[src/rtl/one_hot_mux_pipe.sv]
// one_hot_mux_pipe: one-hot select mux with per-channel valid/ready, one registered output stage and select-error status.
// Define ONE_HOT_MUX_PIPE_ZERO_SEL_ERR_EN to also flag an all-zero select with pending input valid as an error.
module one_hot_mux_pipe #(
  parameter int WIDTH = 32,
  parameter int CNT   = 5,
  parameter int ECW   = 8
) (
  input  logic                 clk,
  input  logic                 rst_n,
  input  logic [WIDTH*CNT-1:0] in_data,
  input  logic [CNT-1:0]       in_valid,
  output logic [CNT-1:0]       in_ready,
  input  logic [CNT-1:0]       sel,
  output logic [WIDTH-1:0]     out_data,
  output logic                 out_valid,
  input  logic                 out_ready,
  output logic                 err,
  output logic                 err_sticky,
  output logic [ECW-1:0]       err_cnt,
  input  logic                 err_clr
);
  localparam logic [CNT-1:0] ONE = CNT'(1);
  logic             sel_zero, sel_one, sel_multi, buf_rdy, xfer, err_ev;
  logic [WIDTH-1:0] mux_data;
  logic [WIDTH-1:0] out_data_q, out_data_d;
  logic             out_valid_q, out_valid_d, err_q, err_d, sticky_q, sticky_d;
  logic [ECW-1:0]   cnt_q, cnt_d;
  assign sel_zero  = sel == '0;
  assign sel_one   = !sel_zero && ((sel & (sel - ONE)) == '0);
  assign sel_multi = !sel_zero && !sel_one;
  assign buf_rdy   = !out_valid_q || out_ready;
  assign in_ready  = (sel_one && buf_rdy) ? sel : '0;
  assign xfer      = |(in_valid & in_ready);
`ifdef ONE_HOT_MUX_PIPE_ZERO_SEL_ERR_EN
  assign err_ev    = |in_valid && (sel_multi || sel_zero);
`else
  assign err_ev    = |in_valid && sel_multi;
`endif
  // Indexed pick rather than AND-OR so no other channel's bits can leak in.
  always_comb begin
    mux_data = '0;
    for (int k = 0; k < CNT; k++)
      if (sel[k]) mux_data = in_data[k*WIDTH +: WIDTH];
  end
  always_comb begin
    out_valid_d = buf_rdy ? xfer : 1'b1;
    out_data_d  = xfer ? mux_data : out_data_q;
    err_d       = err_ev;
    sticky_d    = err_clr ? 1'b0 : (sticky_q || err_ev);
    cnt_d       = err_clr ? '0 : (err_ev && !(&cnt_q)) ? cnt_q + ECW'(1) : cnt_q;
  end
  always_ff @(posedge clk or negedge rst_n) begin
    if (!rst_n) begin
      out_valid_q <= 1'b0;
      out_data_q  <= '0;
      err_q       <= 1'b0;
      sticky_q    <= 1'b0;
      cnt_q       <= '0;
    end else begin
      out_valid_q <= out_valid_d;
      out_data_q  <= out_data_d;
      err_q       <= err_d;
      sticky_q    <= sticky_d;
      cnt_q       <= cnt_d;
    end
  end
  assign out_data   = out_data_q;
  assign out_valid  = out_valid_q;
  assign err        = err_q;
  assign err_sticky = sticky_q;
  assign err_cnt    = cnt_q;
endmodule

[config.mk]
export PLATFORM = sky130hd
export DESIGN_NAME = one_hot_mux_pipe
export DESIGN_NICKNAME = d
export VERILOG_FILES = /design/src/rtl/one_hot_mux_pipe.sv
export SDC_FILE = /design/constraint.sdc
export NUM_CORES = 1
export LEC_CHECK = 0
export ABC_AREA = 1
export CORE_ASPECT_RATIO = 1.25
export CORE_MARGIN = 2
export CORE_UTILIZATION = 45
export CTS_CLUSTER_DIAMETER = 100
export DETAILED_ROUTE_END_ITERATION = 16
export DONT_BUFFER_PORTS = 1
export HOLD_SLACK_MARGIN = 0.1
export SYNTH_ARGS = -nofsm -noshare
export SYNTH_HDL_FRONTEND = slang
export SYNTH_SLANG_ARGS = --single-unit
[constraint.sdc]
create_clock -name clk -period 4.3 [get_ports clk]
set_input_delay 1.29 -clock clk [delete_from_list [all_inputs] [get_ports clk]]
set_output_delay 1.29 -clock clk [all_outputs]
set_load 0.02 [all_outputs]
# ---- Yosys cells after proc, flatten, opt, wreduce, memory -nomap -nowiden
# Cells that the tools add are included.
# W data, S select, Z words.
dict set report totals {
  register_bits 43
  input_bits 174
  out_inout_bits 48
  elab_cells 36
}
dict set report classes {
  add_sub_neg 2
  n_mux 10
  bitwise_logic 2
  n_reduce_logical 17
}
# cell n
set op_table {}
lappend op_table {{$mux W32} 5}
lappend op_table {{$mux W8} 2}
lappend op_table {{$and A5 B5 Y5} 2}
lappend op_table {{$logic_not A5 Y1} 2}
lappend op_table {{$reduce_or A5 Y1} 2}
lappend op_table {{$add A8 B1 Y8 const B} 1}
lappend op_table {{$reduce_and A8 Y1} 1}
lappend op_table {{$logic_and A1 B1 Y1} 5}
lappend op_table {{$mux W5} 1}
lappend op_table {{$sub A5 B1 Y5 const B} 1}
lappend op_table {{$logic_not A1 Y1} 4}
lappend op_table {{$logic_or A1 B1 Y1} 2}
lappend op_table {{$mux W1} 2}
lappend op_table {{$reduce_bool A2 Y1} 1}

# ---- Depth between registers and ports, before layout
# Gate-level depths: netlist (run 1).
dict set report logic_depth {
  word_depth 10
  depth_mapped 12
  mapped_depth_nobuf 11
}

# ---- Worst setup path before layout (run 1)
# OpenSTA, ideal clock, no wires.
dict set report synth_path {
  path_kind {input to output}
  startpoint {input port sel[1]}
  endpoint {output port in_ready[0]}
  t_arrival_ns 2.289
  t_required_ns 3.010
  setup_slack_ns 0.721
  cell_stages 8
  n_path_buf 1
  path_cell_list {buf_2 > inv_1 > nand2_1 > nand2_1 > nand2_2 > nor2_8 > nand2_1 > nor2_1}
}
dict set report synth_between {
  elab_chain_cells 6
  word_cells_on_any_way 8
  classes_between {1 x add/sub; 1 x mux; 1 x bitwise; 5 x reduce/logical}
}
# element line_no
set synth_rtl {}
lappend synth_rtl {{start: declaration} 13} ;# input logic [CNT-1:0] sel,
lappend synth_rtl {{$sub A5 B1 Y5} 29} ;# assign sel_one = !sel_zero && ((sel & (sel - ONE)) == '0);
lappend synth_rtl {{$and A5 B5 Y5} 29}
lappend synth_rtl {{$logic_not A5 Y1} 29}
lappend synth_rtl {{$logic_and A1 B1 Y1 (*)} 29}
lappend synth_rtl {{$logic_and A1 B1 Y1 (*)} 32} ;# assign in_ready = (sel_one && buf_rdy) ? sel : '0;
lappend synth_rtl {{$mux W5 (*)} 32}
lappend synth_rtl {{end: declaration} 12} ;# output logic [CNT-1:0] in_ready,
# Mark *: on every way between the ends. The rest lies on a longest branch, timed or not.

# ---- Worst setup path in the final report (run 1)
dict set report layout_path {
  startpoint {input port sel[0]}
  endpoint {output port in_ready[2]}
}
# Same word-level chain as after synthesis.

==> results of run 1 <==
## placed cells by master (no fill, tap or decap), types with 11 or more instances in the layout
cell type and n:
dfrtp_1 43, o21bai_1 32, nand2_1 154, nor2_1 14
a21oi_1 34, inv_1 14, nand3_1 18, o21a_1 31
buf_4 11, o221ai_1 31, nand3_2 21
## state kept, by name, summed over array words and instances, names as in the netlist
register,count
out_valid,1
err_sticky,1
err_cnt,8
out_data,32
err,1
## worst paths after layout
kind | start | end | slack (ns) | cells past startpoint
max | sel[0] | in_ready[2] | 0.82 | 8
min | out_data[5]$_DFFE_PN0P_ | out_data[5]$_DFFE_PN0P_ | 0.65 | 2
max reg2reg | out_valid$_DFF_PN0_ | out_data[6]$_DFFE_PN0P_ | 2.28 | 7
min reg2reg | out_data[5]$_DFFE_PN0P_ | out_data[5]$_DFFE_PN0P_ | 0.65 | 2
max in group asynchronous | rst_n | out_data[30]$_DFFE_PN0P_ | 3.51 | 0
min in group asynchronous | rst_n | err_cnt[4]$_DFFE_PN0P_ | 0.69 | 0
## cell families (layout without fill, tap and decap cells)
logic type                 after synthesis  in the layout  synth area share
and+or+nand+nor                        227            227            0.3188
adders and majority gates                1              1          0.003638
AOI/OAI and AO/OA                      135            135            0.2798
xor gates and xnor gates                 3              3          0.007643
DFF                                     43             43            0.3130
buffers and inverters                   55             39           0.07715
## layer usage
metal | vias up | routed length, µm | GRT usage
li1 | 1574 | - | -
met4 | 0 | 109 | 0.05128
met2 | 180 | 5616 | 0.4541
met1 | 1545 | 4173 | 0.3024
met3 | 8 | 884 | 0.04011
met5 | - | 0 | 0
## worst max-delay path, cell delays in order
cell     delay, ns
inv_1         0.08
nand2_1       0.07
nand2_1       0.08
nand2_2       0.09
nor2_8        0.19
nand2_1       0.13
nor2_1        0.12
buf_4         0.15
## cell type report
class / count / area share
multi-input cells: 366 / 0.5888
repair buffers: 11 / 0.02316
well taps: 92 / 0.03228
flip-flops and latches: 43 / 0.3018
inverters: 20 / 0.02105
clock buffers: 6 / 0.02316
clock inverters: 2 / 0.009825
## synth_stat cells (2+ instances only)
library cell / instances / area (µm²)
dfrtp_1: 43 / 1076
nor2_2: 2 / 12.51
nand3_1: 18 / 90.09
o21bai_1: 32 / 240.2
nand3_2: 21 / 210.2
buf_2: 14 / 70.07
inv_1: 14 / 52.55
clkbuf_1: 14 / 52.55
o31ai_1: 3 / 22.52
a21oi_1: 34 / 170.2
o21ai_0: 2 / 10.01
nand4_1: 6 / 37.54
nand4_2: 3 / 37.54
xor2_1: 2 / 17.52
nand2_2: 4 / 25.02
nor2_4: 2 / 22.52
o221ai_1: 31 / 271.5
o21a_1: 31 / 232.7
inv_2: 6 / 22.52
buf_6: 5 / 56.30
nand2_1: 154 / 578.1
nor2_1: 15 / 56.30
## power groups by stage
stage / Combinational, mW / Sequential [mW] / Clock (mW)
after floorplan: 0.246 / 0.699 / 0
after global placement: 0.271 / 0.739 / 0
after detailed placement: 0.279 / 0.740 / 0
after CTS: 0.281 / 0.732 / 0.340
after global routing: 0.321 / 0.740 / 0.354
final: 0.277 / 0.728 / 0.328
==> metrics.txt, run 1 <==
status finished clean; area post-placement 0.003448 mm²; Die Y-Extent 101.7 µm; antenna-violating nets left 0; Synth cell types 30; overall routing resource usage 0.2485; WL per Instance 19.97 µm; DRT iter0 DRCs 110; final setup fails 0; total gr overflow 0; CTS Buffer Depth 2; DP HPWL 7.856 mm; Combinational Power Share 0.207; Power Total 1.333 mW; drt total wl 10.78 mm; syn_area_per_cell 7.410 µm²; crit share post-route 0.8103; fmax 287.0 MHz; Flop pwr share 0.546; Fin Clk Skew 0.004895 ns; Via density 6.124; number of antenna violations at the first check in global routing 0; core region area 0.007401 mm²; multi-input gate area in the final layout 0.002100 mm²; hold_buf cts 0; Clock Latency Late Sink 0.29 ns; switching part of the total 0.3864; Sw Pwr 0.5150 mW; global-route wire length before repair 15.90 mm; TritonCTS Sinks 43; initial core utilization 0.4646; CTS tree built; Worst setup EP type output port; Fin. Hold Viols 0; hold crit path type reg2reg; final instance area 0.003566 mm²; clk root buf clkbuf_8; Port-buffer cells 0; Final Critical Period 3.484 ns; worst-path maximum fanout 8; DP Worst Slack 0.8070 ns; Async SR Flop Fraction 1.000; register bit total from synthesis 43; mapped cell area 0.003438 mm²; CTS resizes 0; Max Cap Violations 0; Cell Rows 35; Post-Synthesis Cells 464; maximum vdd drop 0.1528 mV; hold_ws 0.6527 ns; setup TNS 0 ns; clock-pin slew on the worst setup and hold paths 0.09 ns; area delta synth->final 3.712%; LEAKAGE 1.785 nW; ANT cells 0; drt drc 0; fillers 779; sequential share of the synthesized area 0.3130; vias in the first global route 3168; RSZ-0062 raised after global routing no; Layout Utilization 0.4818; dpl cells 532; Post-synth EDFFs 0; Die X 82.18 µm; pin count of the biggest net entering global routing 44; clock power share 0.246; CTS buffer count 5; Setup Buffers After CTS 0; GPL Wtd Cong 0.8374; Finished Layout Cells 540; WP data arrival 2.19 ns; relative slew slack 0.4711; Internal Power 0.8178 mW; WP data required 3.01 ns; full die area 0.008360 mm²; Total Nets Final 622; P per Cell Area 373.8 mW/mm²; PnR worst setup slack 0.8158 ns; Slew @ Worst Pin 0.7922 ns; Worst Setup Start Kind input port; DR vias 3307; Warnings, synthesis 0; H-tree levels 2; register area 0.001076 mm²; Detailed Routing Iterations Pass 1 6; CP Class in2out; syn_nets 639; layout cells sized above 1 0.1339; num ports 222; Synth Flop Type dfrtp_1; Final Slew Violations 0
Power figures use the tool's default switching activity.
==> run 2, diff against run 1 <==
==> constraint.sdc (replaced) <==
create_clock -name clk -period 3.43 [get_ports clk]
set_input_delay 1.029 -clock clk [delete_from_list [all_inputs] [get_ports clk]]
set_output_delay 1.029 -clock clk [all_outputs]
set_load 0.02 [all_outputs]
==> run 2 against run 1 <==
Count of clock-buffer cells in the layout unchanged; sequential share of layout area is 0.42 points lower; power up 26%; sequential power up 25%; largest power group unchanged; clock power increased by 26%; register-to-register slack worse by 0.74 ns; cell area is 1.4% higher.
==> metrics.txt, run 2 (synthesis gave the netlist of run 1 again) <==
Max Cap Violations 0; met2 wire length 5.498 mm; full die area 0.008360 mm²; pin count of the biggest net entering global routing 44; worst-path maximum fanout 8; Worst path slowest cell nor2_8; CP Class in2out; vias in the first global route 3132; DR vias 3317; ANT cells 0; global-route wire length before repair 15.78 mm; setup TNS 0 ns; Worst Setup Start Kind input port; hold_ws 0.4238 ns; Cell Rows 35; clock-pin slew on the worst setup and hold paths 0.09 ns; Crit path largest cell delay 0.19 ns; WP data required 2.40 ns; PnR worst setup slack 0.4937 ns; status finished clean; hold crit path type in2async; CTS buffer count 5; initial core utilization 0.4646; CTS tree built; Fin Clk Skew 0.003753 ns; number of antenna violations at the first check in global routing 0; num ports 222; maximum vdd drop 0.2797 mV; GPL Wtd Cong 0.8304; most frequent CP cell nand2_1; P per Cell Area 464.5 mW/mm²; LEAKAGE 1.815 nW; final setup fails 0; Slew @ Worst Pin 0.5487 ns; multi-input gate area in the final layout 0.002100 mm²; Layout Utilization 0.4886; Worst setup EP type output port; DP HPWL 7.884 mm; worst reg2reg setup slack 1.54 ns; DP Worst Slack 0.4985 ns; Setup Buffers After CTS 0; drt total wl 10.76 mm; top routing layer in use met4; commonest cells after routing, fill and taps aside 154 x nand2_1, 43 x dfrtp_1, 34 x a21oi_1; register area 0.001076 mm²; core region area 0.007401 mm²; Largest register FFs 32; layout cells sized above 1 0.1435; area delta synth->final 5.167%; CP Cell Sequence inv_1 > nand2_1 > nand2_1 > nand2_2 > nor2_8 > nand2_1 > nor2_1 > buf_4; Port-buffer cells 0; antenna-violating nets left 0; fmax 340.6 MHz; drt drc 0; Die Y-Extent 101.7 µm; H-tree levels 2; overall routing resource usage 0.2476; total gr overflow 0; DRT iter0 DRCs 135; dpl cells 537; WP data arrival 1.91 ns; TritonCTS Sinks 43; clk root buf clkbuf_8; Total Nets Final 627; Clock Latency Late Sink 0.29 ns; most common cell after layout, fill and taps aside nand2_1; Finished Layout Cells 545; CTS resizes 0; Fin. Hold Viols 0; fillers 792; CTS Buffer Depth 2; routed length on met1 4.128 mm; Die X 82.18 µm; Final Critical Period 2.936 ns; relative slew slack 0.6333; RSZ-0062 raised after global routing no; Via density 6.086; WL met3 926 µm; Final Slew Violations 0; WL per Instance 19.74 µm; Detailed Routing Iterations Pass 1 4; crit share post-route 0.8561; hold_buf cts 0
run 2: changes by cell type in the layout (fill, tap and decap cells not counted):
cell / change
buf_12: +1
buf_4: +4
run 2: layout make-up:
cell class | count | area share
timing repair buffer | 16 | 0.03668
multi-input combinational | 366 | 0.5806
clock buffer | 6 | 0.02284
sequential | 43 | 0.2976
tap | 92 | 0.03183
inverter | 20 | 0.02076
clock inverter | 2 | 0.009689
run 2: stage by stage:
step                power (mW)  area (µm²)
floorplan                1.184        3438
global placement         1.272        3498
detailed placement       1.285        3498
CTS                      1.703        3616
global route             1.781        3616
finish                   1.680        3616
run 2: critical path: cells and delay by family:
family,cells,cell delay (ns)
AND/OR/NAND/NOR,6,0.65
buffers and inverters,2,0.23
run 2: metal layers:
layer  track usage  up-vias
li1              -     1578
met2        0.4498      187
met4       0.06026        0
met1        0.2925     1538
met3       0.05169       14
met5             0        -
run 2: path summary, 6_finish.rpt:
| check | cells past startpoint | end | from |
|---|---|---|---|
| hold / removal | 0 | err_sticky$_DFF_PN0_ | rst_n |
| setup reg to reg | 9 | out_data[27]$_DFFE_PN0P_ | out_valid$_DFF_PN0_ |
| max in group asynchronous | 0 | out_data[9]$_DFFE_PN0P_ | rst_n |
| setup / recovery | 8 | in_ready[3] | sel[0] |
| min in group clk | 2 | out_data[6]$_DFFE_PN0P_ | out_data[6]$_DFFE_PN0P_ |
| hold reg to reg | 2 | out_data[6]$_DFFE_PN0P_ | out_data[6]$_DFFE_PN0P_ |
run 2: where the power goes:
part	switching, mW	internal, mW
Clock	0.177	0.236
Sequential	0.283	0.630
Combinational	0.189	0.165
Total	0.649	1.03
==> run 3, diff against run 2 <==
--- a/config.mk
+++ b/config.mk
@@ -8,7 +8,7 @@
 export ABC_AREA = 1
 export CORE_ASPECT_RATIO = 1.25
 export CORE_MARGIN = 2
-export CORE_UTILIZATION = 45
+export CORE_UTILIZATION = 50
 export CTS_CLUSTER_DIAMETER = 100
 export DETAILED_ROUTE_END_ITERATION = 16
 export DONT_BUFFER_PORTS = 1
==> run 3 against run 2 <==
Wire length rose by 3.0%; clock skew is 0.0025 ns higher; combinational power is essentially flat; sequential cell count unchanged; cell count decreased by 1.3%; hold slack about the same; setup slack lost 0.023 ns; count of clock-buffer cells in the layout unchanged; global-route usage increased by 3.6 points; sequential power is 0.9% higher; critical path type unchanged; largest cell class unchanged.
==> metrics.txt, run 3 (synthesis gave the netlist of run 1 again) <==
status finished clean; vias in the first global route 3211; Slew @ Worst Pin 0.4623 ns; Clock Latency Late Sink 0.29 ns; clk root buf clkbuf_8; pin count of the biggest net entering global routing 44; worst-path maximum fanout 8; Max Cap Violations 0; WL per Instance 20.59 µm; Port-buffer cells 0; total gr overflow 0; CTS Buffer Depth 2; DRT iter0 DRCs 142; Die Y-Extent 96.72 µm; most frequent CP cell nand2_1; Final Critical Period 2.959 ns; hold crit path type in2async; Total Nets Final 625; CP bufs+invs 2; CP Class in2out; Worst setup EP type output port; LEAKAGE 1.816 nW; global-route wire length before repair 17.00 mm; overall routing resource usage 0.2837; area delta synth->final 5.349%; layout cells sized above 1 0.1375; antenna-violating nets left 0; Via density 6.268; CTS buffer count 5; fmax 337.9 MHz; relative slew slack 0.6890; r2r startpoint out_valid$_DFF_PN0_; Setup Buffers After CTS 0; Fin. Hold Viols 0; full die area 0.007560 mm²; Final Slew Violations 0; P per Cell Area 481.3 mW/mm²; maximum vdd drop 0.2108 mV; RSZ-0062 raised after global routing no; GPL Wtd Cong 0.8882; Critical R2R Capture out_data[29]$_DFFE_PN0P_; DP Worst Slack 0.4859 ns; crit share post-route 0.8627; setup TNS 0 ns; clock-pin slew on the worst setup and hold paths 0.09 ns; DR vias 3372; Worst Setup Start Kind input port; TritonCTS Sinks 43; H-tree levels 2; Crit path largest cell delay 0.19 ns; Worst path slowest cell nor2_8; PnR worst setup slack 0.4709 ns; Largest register FFs 32; num ports 222; number of antenna violations at the first check in global routing 0; Fin Clk Skew 0.006299 ns; Cell Rows 33; Die X 78.17 µm; DP HPWL 8.070 mm; CTS resizes 0; Detailed Routing Iterations Pass 1 7; initial core utilization 0.5205; Layout Utilization 0.5483; drt total wl 11.08 mm; hold_buf cts 0; cells on worst reg2reg path 9; delay-heaviest family, CP simple AND/OR/NAND/NOR gates; WP data required 2.40 ns; most common cell after layout, fill and taps aside nand2_1; CTS tree built; final setup fails 0; drt drc 0; worst reg2reg setup slack 1.65 ns; ANT cells 0; WP data arrival 1.93 ns; CP Cell Sequence inv_1 > nand2_1 > nand2_1 > nand2_2 > nor2_8 > nand2_1 > nor2_1 > buf_4; core region area 0.006606 mm²; Power Total 1.743 mW; commonest cells after routing, fill and taps aside 154 x nand2_1, 43 x dfrtp_1, 34 x a21oi_1
==> run 3: cell types whose count changed in the layout (fill, tap and decap cells not counted), sizes merged <==
cell	before	now
clkinv	1	0
bufinv	1	2
buf	16	14
==> run 3: worst max-delay path by stage <==
stage	to	from	cells past startpoint
after floorplan	in_ready[0]	sel[1]	8
after global placement	in_ready[2]	sel[0]	8
after detailed placement	in_ready[3]	sel[0]	8
after CTS	in_ready[3]	sel[0]	8
after global routing	in_ready[2]	sel[0]	8
final	in_ready[3]	sel[0]	8
==> run 3: cell type report <==
| type | count | area (µm²) |
|---|---|---|
| Clock inverter | 2 | 60.06 |
| Clock buffer | 6 | 72.57 |
| Fill cell | 663 | 2984 |
| Multi-Input combinational cell | 366 | 2100 |
| Sequential cell | 43 | 1076 |
| Tap cell | 87 | 108.9 |
| Timing Repair Buffer | 14 | 130.1 |
| Inverter | 20 | 75.07 |
==> run 3: worst reg2reg max path: stages (launching register included) <==
cell	delay (ns)
dfrtp_1	0.48
nand2_1	0.12
nand2_1	0.09
inv_2	0.08
nand4_2	0.12
nand2_2	0.08
nor2_4	0.35
buf_12	0.25
nand3_1	0.09
nand2_1	0.08
==> run 3: per-stage QoR <==
step	hold slack, ns	cells	cell area, µm²
6_report	0.4241	538	3622
5_1_grt	0.3990	538	3622
4_1_cts	0.4115	538	3622
3_5_place_dp	0.6370	530	3490
3_3_place_gp	0.6314	530	3490
2_1_floorplan	0.6058	464	3438
==> run 3: where the power goes <==
| group | switching (mW) | internal, mW |
|---|---|---|
| logic | 0.188 | 0.165 |
| clock network | 0.179 | 0.291 |
| registers | 0.290 | 0.629 |
==> run 3: metal layers <==
metal  GRT usage  vias to the layer above  routed length, µm
met5           0                        -                  0
met4     0.08502                        0                240
met3     0.07463                       14               1026
met2      0.4828                      195               5535
met1      0.3502                     1580               4277
li1            -                     1583                  -
